## src/rtl/uart_tx_arb_pkg.sv

```systemverilog
// Shared types and constants for the line-granular UART transmit arbiter.
package uart_tx_arb_pkg;

  typedef enum logic [0:0] {
    ARB_IDLE   = 1'b0,
    ARB_LOCKED = 1'b1
  } uart_arb_state_e;

  localparam logic [7:0] UartLineEnd = 8'h0A;

endpackage

```

## src/rtl/rr_pick.sv

```systemverilog
// Combinational rotate-priority picker: first set request at or above ptr_i, wrapping.
module rr_pick #(
  parameter int NumReq = 4
) (
  input  logic [NumReq-1:0]         req_i,
  input  logic [$clog2(NumReq)-1:0] ptr_i,
  output logic                      any_o,
  output logic [$clog2(NumReq)-1:0] idx_o
);

  localparam int IdxW = $clog2(NumReq);

  logic [IdxW-1:0] cand;

  // Scan from the far end down so the lowest offset from ptr_i is written last and wins.
  always_comb begin
    any_o = |req_i;
    idx_o = ptr_i;
    cand  = '0;
    for (int k = NumReq - 1; k >= 0; k--) begin
      cand = IdxW'((int'(ptr_i) + k) % NumReq);
      if (req_i[cand]) idx_o = cand;
    end
  end

endmodule

```

## src/rtl/uart_tx_arbiter.sv

```systemverilog
// Shares one UART TX byte port between NumReq requesters, one text line per grant.
// Optional idle-grant release is compiled in with UART_TX_ARB_TIMEOUT_EN.
module uart_tx_arbiter
  import uart_tx_arb_pkg::*;
#(
  parameter int NumReq        = 4,
  parameter int TimeoutCycles = 1024
) (
  input  logic                      clk_i,
  input  logic                      rst_ni,
  input  logic [NumReq-1:0]         req_valid_i,
  input  logic [NumReq-1:0][7:0]    req_data_i,
  output logic [NumReq-1:0]         req_ready_o,
  output logic                      tx_valid_o,
  output logic [7:0]                tx_data_o,
  input  logic                      tx_ready_i,
  output logic [$clog2(NumReq)-1:0] owner_o,
  output logic                      busy_o
);

  localparam int IdxW = $clog2(NumReq);

  if (NumReq < 2 || TimeoutCycles < 1) begin : g_bad_cfg
    $error("uart_tx_arbiter: NumReq must be >= 2 and TimeoutCycles >= 1");
  end

  uart_arb_state_e state_q, state_d;
  logic [IdxW-1:0] owner_q, owner_d;
  logic [IdxW-1:0] rr_ptr_q, rr_ptr_d;

  logic            any_req;
  logic [IdxW-1:0] pick_idx;
  logic            owner_valid;
  logic [7:0]      owner_data;
  logic            xfer;
  logic            line_end;
  logic            timeout;
  logic [IdxW-1:0] next_ptr;

  rr_pick #(
    .NumReq(NumReq)
  ) u_rr_pick (
    .req_i (req_valid_i),
    .ptr_i (rr_ptr_q),
    .any_o (any_req),
    .idx_o (pick_idx)
  );

  // Data path is a pure mux onto the owner; nothing from the owner is registered.
  always_comb begin
    owner_valid = req_valid_i[owner_q];
    owner_data  = req_data_i[owner_q];
    tx_valid_o  = 1'b0;
    tx_data_o   = 8'h00;
    req_ready_o = '0;
    if (state_q == ARB_LOCKED) begin
      tx_valid_o           = owner_valid;
      tx_data_o            = owner_data;
      req_ready_o[owner_q] = tx_ready_i;
    end
    xfer     = (state_q == ARB_LOCKED) && owner_valid && tx_ready_i;
    line_end = xfer && (owner_data == UartLineEnd);
    next_ptr = (owner_q == IdxW'(NumReq - 1)) ? '0 : owner_q + IdxW'(1);
  end

`ifdef UART_TX_ARB_TIMEOUT_EN
  localparam int CntW = $clog2(TimeoutCycles + 1);

  logic [CntW-1:0] idle_cnt_q, idle_cnt_d;

  // A transfer in the threshold cycle keeps the lock; only a stalled cycle releases it.
  always_comb begin
    timeout    = (state_q == ARB_LOCKED) && !xfer && (idle_cnt_q == CntW'(TimeoutCycles));
    idle_cnt_d = '0;
    if ((state_q == ARB_LOCKED) && !xfer && !timeout) idle_cnt_d = idle_cnt_q + CntW'(1);
  end

  always_ff @(posedge clk_i or negedge rst_ni) begin
    if (!rst_ni) idle_cnt_q <= '0;
    else         idle_cnt_q <= idle_cnt_d;
  end
`else
  assign timeout = 1'b0;
`endif

  always_comb begin
    state_d  = state_q;
    owner_d  = owner_q;
    rr_ptr_d = rr_ptr_q;
    case (state_q)
      ARB_IDLE: begin
        if (any_req) begin
          state_d = ARB_LOCKED;
          owner_d = pick_idx;
        end
      end
      ARB_LOCKED: begin
        if (line_end || timeout) begin
          state_d  = ARB_IDLE;
          rr_ptr_d = next_ptr;
        end
      end
      default: state_d = ARB_IDLE;
    endcase
  end

  always_ff @(posedge clk_i or negedge rst_ni) begin
    if (!rst_ni) begin
      state_q  <= ARB_IDLE;
      owner_q  <= '0;
      rr_ptr_q <= '0;
    end else begin
      state_q  <= state_d;
      owner_q  <= owner_d;
      rr_ptr_q <= rr_ptr_d;
    end
  end

  assign busy_o  = (state_q == ARB_LOCKED);
  assign owner_o = owner_q;

endmodule

```

## config.mk

```make
export PLATFORM = sky130hd
export DESIGN_NAME = uart_tx_arbiter
export DESIGN_NICKNAME = d
export VERILOG_FILES = /design/src/rtl/uart_tx_arb_pkg.sv /design/src/rtl/rr_pick.sv /design/src/rtl/uart_tx_arbiter.sv
export SDC_FILE = /design/constraint.sdc
export NUM_CORES = 1
export LEC_CHECK = 0
export ABC_AREA = 1
export CORE_ASPECT_RATIO = 1.75
export CORE_UTILIZATION = 41
export CTS_BUF_LIST = sky130_fd_sc_hd__clkbuf_16
export CTS_CLUSTER_DIAMETER = 200
export CTS_CLUSTER_SIZE = 28
export DETAILED_ROUTE_END_ITERATION = 8
export PLACE_DENSITY = 0.86
export REMOVE_ABC_BUFFERS = 1
export SYNTH_ARGS = -nofsm -noshare
export SYNTH_HDL_FRONTEND = slang
export SYNTH_SLANG_ARGS = --single-unit
```

## constraint.sdc

```tcl
create_clock -name clk_i -period 2.1 [get_ports clk_i]
set_input_delay 0.21 -clock clk_i [delete_from_list [all_inputs] [get_ports clk_i]]
set_output_delay 0.21 -clock clk_i [all_outputs]
set_load 0.05 [all_outputs]
```

### After elaboration in Yosys (flattened, before gate mapping)

Index checks and enable logic that the tools add are counted.

| storage, ports and cells | value |
|---|---|
| register bits | 5 |
| output and inout bits | 16 |

| cells by class | value |
|---|---|
| $add $sub $neg | 4 |
| magnitude comparators | 6 |
| eq/ne operators | 2 |
| muxes and demuxes | 25 |
| bitwise logic cells | 2 |
| reduce and logical (&&, ||, !) cells | 7 |

Operator list:

| operator | number |
|---|---|
| binary-select mux 8 bit (select 2 bit) | 1 |
| two-way mux 8 bit | 2 |
| less-than comparator 2 x 3 -> 1 bit, second input constant | 5 |
| binary-select mux 1 bit (select 2 bit) | 5 |
| two-way mux 2 bit | 5 |
| two-way mux 1 bit | 9 |
| == test 8 x 4 -> 1 bit, second input constant | 1 |
| adder 2 x 1 -> 2 bit, second input constant | 2 |
| adder 2 bit, second input constant | 2 |
| bitwise AND 4 bit | 1 |
| logical AND 1 bit | 4 |
| two-way mux 4 bit | 1 |
| AND reduction 2 bit | 2 |
| OR reduction 4 bit | 1 |
| demux 1 bit (select 2 bit) | 1 |
| == test 2 bit, second input constant | 1 |
| greater-or-equal comparator 2 x 1 -> 1 bit, second input constant | 1 |
| one-hot mux 1 bit (2 select lines) | 1 |
| inverter 1 bit | 1 |

### Depth between registers and ports, before layout

| logic depth | value |
|---|---|
| depth in word-level cells | 7 |
| gate-level depth with buffers | 12 |

### Modules after synthesis

A second synthesis with hierarchy kept.

| second synthesis, totals | value |
|---|---|
| cells, all modules | 183 |
| area total of the unflattened synthesis | 984.7 µm² |

By module, submodules not included:

| module | times used | cells each | area an instance (µm²) | seq. area each (µm²) |
|---|---|---|---|---|
| uart_tx_arbiter | 1 | 133 | 767.0 | 125.1 |
| rr_pick | 1 | 50 | 217.7 | 0.0 |

### Least setup slack after synthesis

No wires, ideal clock.

| timing path | value |
|---|---|
| kind | flip-flop to output port |
| start | reg owner_q[0] (netlist: owner_o[0]) |
| end | out tx_data_o[1] |
| arrival time | 1.907 ns |
| required time | 1.890 ns |
| setup slack | -0.017 ns |
| stages on the path, launching flop included | 6 |
| cells stage by stage | dfrtp_1 > inv_1 > buf_6 > nand2_1 > o211ai_1 > a21oi_1 |

| on the way | value |
|---|---|
| word-level cells in the longest chain between the ends | 3 |

RTL lines:

| item | line | RTL |
|---|---|---|
| from (decl) | uart_tx_arbiter.sv:28 | `logic [IdxW-1:0] owner_q, owner_d;` |
| from (signal assigned) | uart_tx_arbiter.sv:114 | `owner_q <= owner_d;` |
| binary-select mux 8 bit (select 2 bit) | uart_tx_arbiter.sv:52 | `owner_data = req_data_i[owner_q];` |
| two-way mux 8 bit (not written as such) | uart_tx_arbiter.sv:52 |  |
| two-way mux 8 bit | uart_tx_arbiter.sv:56 | `if (state_q == ARB_LOCKED) begin` |
| to (decl) | uart_tx_arbiter.sv:15 | `output logic [7:0] tx_data_o,` |

Every way passes these cells. The select of a mux whose other input is x is not followed.

### Worst setup path after layout

| timing path | value |
|---|---|
| start | reg owner_q[0] (netlist: owner_o[0]) |
| end | out tx_data_o[3] |

Same word-level chain as after synthesis.

==> flow_summary.toml <==
[die]
row_count = 22
die_area_sq_um = 2500
start_util = 0.444
core_sq_um = 2120
die_h_um = 65.4
io_pins = 55
die_w_um = 38.2

[sta]
tightest_slew_ns = 0.493
slew_violations = 0
finalHoldViolCount = 0
setup_violations = 0
period_needed_ns = 1.87
rsz0062_at_grt = "false"
relSlewSlack = 0.668
skew_ns = 0.00315
timing.final.crit_share = 0.889
max_freq_ghz = 0.535
setup_tns_ns = 0

[clock_network]
post_cts.repair.setup_buffers = 0
holdBufCountCts = 0
cts_buffers = 3
worst_skew_pair.late_latency_ns = 0.23
cts_root_buf = "clkbuf_16"
cts.sinks = 5
cts_tree = "done"
post_cts_resized = 0
htreeDepth = 1
cts.path.max_buffers = 2
clkTransAtPathRegs_ns = 0.03

[yosys]
synth_flop_cell = "dfrtp_1"
ys_types = 24
synth_warnings = 0
synthArstFlopShare = 1.00
synth-seq-cells = 5
netlist_instances = 176
yosysSeqAreaShare = 0.133
syn_avg_cell_area_sq_um = 5.35
synth_enable_flop_cells = 0
synth.cell_area_sq_um = 941

[grt]
gr-total-overflow = 0
grt_usage = 0.266
antenna_found_initial = 0
grt_pass1_wl_mm = 4.86
grt_pass1_vias = 1284
grt_max_degree = 23

[power]
power.density_nw_per_um2 = 1670
p_int_mw = 1.33
p_comb_frac = 0.825
ir_drop_mv = 1.00
power_switching_mw = 1.50
p_sw_frac = 0.529
seqPwrFrac = 0.065
power.leakage_nw = 0.847
pwr-share-clk = 0.110

[layout]
antenna_cells = 0
final_util = 0.802
fillers = 146
nets = 274
area_growth_pct = 80.6
drive_gt1_frac = 0.148

[setup_path]
path_max_fanout = 16
slowest_stage = "dfrtp_1"
worstSetupPathType = "reg -> out"
rr_worst_depth = 11
crit_chain = "inv_1 > buf_12 > nor2_1 > nor2_1 > o21ai_1 > a21oi_1 > buf_12"
end_kind = "primary output"
critPathLaunchType = "flip-flop"
ff2ff_setup_slack_ns = 0.50
worst-path-stages = 7
cpPeakStageDelay_ns = 0.37
arrival_ns = 1.66
cp.required_ns = 1.89
crit_family = "buffers and inverters"
path_buf_inv = 3

[detailed_routing]
drc = 0
drtPass1Iterations = 4
via_count = 1301
avgViaCountPerCell = 5.12
antenna_left = 0
wl_per_cell_um = 12.2
wirelength_mm = 3.10
initialDrtViolationCount = 33

[placed_design]
gp_congestion = 0.810
portBuffers = 54
hpwl_mm = 2.52

[flow_run]
maxCapViolCount = 0

[run_status]
status = "finished clean"

[hold_path]
hold_path.class = "in -> async"
==> stage by stage <==
stage / hold WS [ns] / std cells / power, mW / setup WS [ns] / instance area [sq um]
floorplan: -0.0856 / 169 / 1.47 / -0.600 / 887
global placement: 0.444 / 250 / 2.48 / 0.476 / 1620
detailed placement: 0.450 / 250 / 2.52 / 0.492 / 1620
CTS: 0.208 / 254 / 2.84 / 0.243 / 1700
global route: 0.215 / 254 / 3.00 / 0.132 / 1700
finish: 0.215 / 254 / 2.83 / 0.232 / 1700
==> placed cells by master (no fill, tap or decap), drive strengths merged, types with 2 or more instances in the layout <==
| cell | count |
|---|---|
| a21oi | 4 |
| buf | 17 |
| clkbuf | 3 |
| clkdlybuf4s50 | 40 |
| dfrtp | 5 |
| ha | 4 |
| inv | 19 |
| nand2 | 84 |
| nand3 | 20 |
| nor2 | 18 |
| o211ai | 2 |
| o21ai | 10 |
==> flip-flops by register name, indices dropped and copies added (netlist names) <==
register / flops
busy_o: 1
owner_o: 2
rr_ptr_q: 2
==> logic make-up (layout without fill, tap and decap cells) <==
logic type,Yosys count,after routing,share of synthesized area
and+or+nand+nor,123,123,0.568
buffers and inverters,26,80,0.133
AOI/OAI and AO/OA,18,18,0.113
DFF,5,5,0.133
adders and majority gates,4,4,0.0532
==> cell usage after synthesis, types with 3 or more instances <==
master,count,area share
dfrtp_1,5,0.13
nor2_1,15,0.060
nand2_1,79,0.32
o21ai_0,5,0.027
nand3_2,3,0.032
nand2_2,4,0.027
buf_2,4,0.021
ha_1,4,0.053
buf_6,3,0.036
nand3_1,17,0.090
inv_1,17,0.068
a21oi_1,3,0.016
o21ai_1,4,0.021
==> cell type report <==
class	instances	area [sq um]	share of cell area
Clock buffer	3	75.1	0.0442
Clock inverter	1	3.75	0.00221
Inverter	19	71.3	0.0420
Multi-Input combinational cell	145	691	0.406
Sequential cell	5	125	0.0736
Tap cell	24	30.0	0.0177
Timing Repair Buffer	57	703	0.414
==> final timing paths <==
kind	startpoint	endpoint
max in group asynchronous	rst_ni	owner_o[1]
min	rst_ni	rr_ptr_q[1]
min reg2reg	busy_o	busy_o
min in group clk_i	busy_o	busy_o
max reg2reg	owner_o[0]	rr_ptr_q[0]
max	owner_o[0]	tx_data_o[3]
==> power by group through the flow <==
stage	Combinational [mW]	Clock (mW)	Sequential, mW
floorplan	1.18	0	0.287
global placement	2.31	0	0.176
detailed placement	2.34	0	0.180
CTS	2.34	0.318	0.179
global route	2.49	0.321	0.185
finish	2.34	0.312	0.183
==> per-layer routing <==
| layer | share of wire | track usage | wire length, um | vias up |
|---|---|---|---|---|
| li1 | - | - | - | 659 |
| met1 | 0.34 | 0.211 | 1040 | 588 |
| met2 | 0.60 | 0.555 | 1850 | 47 |
| met3 | 0.038 | 0.0101 | 119 | 7 |
| met4 | 0.027 | 0.152 | 83 | 0 |
| met5 | 0 | 0 | 0 | - |
Power figures use the tool's default switching activity.
==> variant 1, RTL diff (same settings) <==
The option `UART_TX_ARB_TIMEOUT_EN` is turned on by a define.
--- a/src/rtl/uart_tx_arbiter.sv
+++ b/src/rtl/uart_tx_arbiter.sv
@@ -1,5 +1,7 @@
 // Shares one UART TX byte port between NumReq requesters, one text line per grant.
 // Optional idle-grant release is compiled in with UART_TX_ARB_TIMEOUT_EN.
+`define UART_TX_ARB_TIMEOUT_EN
+
 module uart_tx_arbiter
   import uart_tx_arb_pkg::*;
 #(
Formal check against the unedited RTL: no difference found for any inputs over 10 cycles, from zero or initial values and one cycle with rst_ni low; that may be too few to reach the edited logic, so the function may still have changed.
==> variant 1 against the original RTL <==
- cell area is 28% higher
- wire length is 26% higher
- sequential share of layout area is 11 points higher
- via count is 29% higher
- final cell count is 36% higher
- sequential cell count is 11 higher
- synthesized cell count is 40% higher
- total power is 9.9% higher
- clock skew is 0.0014 ns higher
- clock power is 20% higher
- setup slack better by 0.0050 ns
- synthesized area is 56% higher
- largest cell class is now multi-input combinational cells
- largest power group unchanged
==> variant 1: results (changes against the original RTL) <==
Clock network
  – Clk Latency, worst-skew pair: 0.25 ns (+0.02 ns)
  – Reg clk slew, reported paths: 0.05 ns (+0.02 ns)

Detailed routing
  – Routed wl met3: 194 um (+63%)
  – Drt wl/cell: 11.3 um (-7.3%)
  – DR vias/cell: 4.83 (-5.7%)
  – M1 wire length: 1.50 mm (+43%)

Setup path
  – CP max stage delay: 0.46 ns (+0.09 ns)
  – R2r setup slk: 0.42 ns (-0.08 ns)

Logic synthesis
  – Synth Area in Compound Gates: 0.0367 (-0.0764)
  – Post-Synth XOR/XNOR Area: 0.0239 (+0.0239)
  – Ranking of synthesized cells by area: dfrtp_1 (27%), nand2_1 (25%), nand3_1 (12%), inv_1 (7.2%), nor2_1 (6.9%)
  – Synth top cells by count: nand2_1 (96), nand3_1 (36), inv_1 (28)

Run status
  – Outcome: finished, final reports clean

Global route
  – Global Route met1 Usage: 0.214 (+0.00302)
  – Grt met3 use: 0.0333 (+0.0232)
  – Vias in the first global route: 1559 (+21%)

Place
  – Final GP Congestion: 0.846 (+4.4%)
  – Worst slack at placement: 0.332 ns (-0.159 ns)

Cells and area
  – FFs & Latches: 16 (+11)
  – Seq area share: 0.184 (+0.111)
  – Clock network area share: 0.0363 (-0.0101)
  – Multi-input gate share of total cell area: 0.416 (+0.0100)
  – Multi-input gates: 193 (+33%)
  – Buffering overhead: 0.283 (-0.130)
  – Share of layout cells above drive strength 1: 0.0897 (-0.0581)

STA
  – Slew @ Worst Pin: 0.699 ns (+0.206 ns)
  – Worst clock skew: 0.00458 ns (+0.00143 ns)

Power
  – VDD IR max: 1.00 mV (+0.29%)
[variant 1: cell count changes after synthesis, moves of 3 or more]
cell     change
dfrtp_1     +11
inv_1       +11
nand2_1     +17
nand2_2      -3
nand3_1     +19
nand3_2      -3
nor2_1      +12
nor3_1       +4
o21ai_0      -4
o21ai_1      -3
xor2_1       +4
[variant 1: how the worst max path moves through the flow]
stage                   startpoint            end  slack, ns  cells past startpoint
floorplan               owner_o[0]   tx_data_o[3]      -0.24                      5
global placement    req_valid_i[1]  idle_cnt_q[5]       0.36                      8
detailed placement  req_valid_i[1]  idle_cnt_q[5]       0.33                      8
CTS                     owner_o[0]   tx_data_o[3]       0.22                      6
global route            owner_o[0]   tx_data_o[3]       0.08                      6
finish                  owner_o[0]   tx_data_o[3]       0.24                      6
[variant 1: critical path, delay by kind of cell, from the launching register on]
kind,cells,cell delay (ns)
compound gates,1,0.30
buf+inv,2,0.44
flops,1,0.46
simple gates,3,0.20
==> variant 2, RTL diff (same flow settings) <==
Without the edit above. `NumReq` is set to 4 in 2 places; all go to 8.
--- a/src/rtl/rr_pick.sv
+++ b/src/rtl/rr_pick.sv
@@ -1,6 +1,6 @@
 // Combinational rotate-priority picker: first set request at or above ptr_i, wrapping.
 module rr_pick #(
-  parameter int NumReq = 4
+  parameter int NumReq = 8
 ) (
   input  logic [NumReq-1:0]         req_i,
   input  logic [$clog2(NumReq)-1:0] ptr_i,
--- a/src/rtl/uart_tx_arbiter.sv
+++ b/src/rtl/uart_tx_arbiter.sv
@@ -3,7 +3,7 @@
 module uart_tx_arbiter
   import uart_tx_arb_pkg::*;
 #(
-  parameter int NumReq        = 4,
+  parameter int NumReq        = 8,
   parameter int TimeoutCycles = 1024
 ) (
   input  logic                      clk_i,
Ports: changed (resized owner_o, req_data_i, req_ready_o and req_valid_i); port bits go from 55 to 96. The function was not compared with the original's and may differ.
==> variant 2 against the original RTL <==
- total power increased by 80%
- critical endpoint is now owner_o[0]
- fmax decreased by 9.4%
- wire length increased by 120%
- setup slack got worse by 0.19 ns
- cell area increased by 67%
- via count increased by 97%
- synthesized area increased by 69%
- worst hold slack improved by 0.028 ns
- sequential cell count increased by 2
==> variant 2: results (changes against the original RTL) <==
Setup path
  – Crit Path Max Fanout: 4 (-12)
  – Worst Setup EP: owner_o[0]
  – CP max stage delay: 0.39 ns (+0.02 ns)
  – Crit-path slowest cell: dfrtp_1
  – Worst reg-to-reg path cell count: 17 (+6)
  – CP Launch Point: rr_ptr_q[1]
  – R2r setup slk: 0.04 ns (-0.46 ns)
  – Crit path DAT: 2.23 ns (+0.57 ns)
  – CP delay by family, top: simple AND/OR/NAND/NOR gates

Cells and area
  – Final Instance Area: 2840 um^2 (+67%)
  – # nets final: 494 (+80%)
  – Fillers: 306 (+110%)
  – Share of layout cells above drive strength 1: 0.147 (-0.000483)
  – N_diodes: 0 (unchanged)

Place
  – Port Buffers: 95 (+76%)
  – Placed Area: 2730 um^2 (+68%)
  – Worst slack at placement: 0.0473 ns (-0.444 ns)
  – Final GP Congestion: 0.940 (+16%)
  – DPL Wire Length: 5.65 mm (+120%)
  – Placed insts: 455 (+82%)

Global route
  – Grt met3 use: 0.0471 (+0.0370)
  – GRT Overall Usage: 0.330 (+0.0643)
  – Global Route met1 Usage: 0.323 (+0.113)
  – Vias in the first global route: 2381 (+85%)
  – First-pass GRT wire length: 10.7 mm (+120%)
  – Largest net degree at the start of global routing: 25 (+8.7%)
  – Grt met2 use: 0.644 (+0.0888)

Power
  – Power per cell area: 1800 nW/um^2 (+8.0%)
  – Combinational logic power: 0.00448 W (+91%)
  – Sequential power share: 0.057 (-0.008)
  – Switching Share: 0.604 (+0.0757)
  – VDD IR max: 1.27 mV (+27%)
  – Leak: 1.33 nW (+57%)

Logic synthesis
  – Ranking of synthesized cells by area: nand2_1 (17%), nor2_1 (15%), nand3_1 (14%), dfrtp_1 (11%), o21ai_0 (7.2%)
  – Seq/Total Area, Yosys: 0.110 (-0.0227)
  – Synth cell types: 27 (+13%)
  – Asr flop ratio synth: 1.00 (unchanged)
  – Synth top cells by count: nand2_1 (73), nor2_1 (62), nand3_1 (44)
  – Cells after Synth: 310 (+76%)

Clock network
  – Clk Tree Root Cell: clkbuf_16
  – Post-CTS Resized: 2 (+2)

Detailed routing
  – Final wirelength: 6.85 mm (+120%)
  – Wire length on met2: 3.74 mm (+100%)
  – DRT iter0 DRCs: 92 (+180%)
  – Routed wl met3: 429 um (+260%)
  – M1 wire length: 2.37 mm (+130%)
  – Via count: 2557 (+97%)
  – Pre-Repair DR Iteration Count: 6 (+2)
  – DR vias/cell: 5.56 (+8.5%)

Run status
  – Outcome: finished, final reports clean

STA
  – Slew @ Worst Pin: 0.527 ns (+0.0337 ns)
  – Worst clock skew: 0.00297 ns (-0.000175 ns)
  – Worst hold slack: 0.243 ns (+0.0278 ns)
  – Fmax: 0.485 GHz (-9.4%)
[variant 2: changes by cell type after synthesis, sizes merged, moves of 2 or more]
cell	before	now
o22ai	0	12
xor2	0	2
buf	7	9
o211ai	2	0
nand2	84	74
a21oi	4	11
nor2	18	66
inv	18	30
nand3	20	44
o21ai	10	39
dfrtp	5	7
clkinv	1	3
[variant 2: area by class of cell]
class,count,area share
clock buffer,3,0.0264
inverter,33,0.0436
multi-input combinational,260,0.442
sequential,7,0.0626
timing repair buffer,110,0.403
tap,46,0.0203
clock inverter,1,0.00176
[variant 2: cells by family after synthesis]
group | after synthesis | share of synthesized area
AND/OR/NAND/NOR | 189 | 0.511
AO/OA/AOI/OAI | 65 | 0.224
buffers and inverters | 43 | 0.112
flip-flops | 7 | 0.110
adder cells (fa/ha/maj) | 4 | 0.0315
XOR/XNOR | 2 | 0.0110
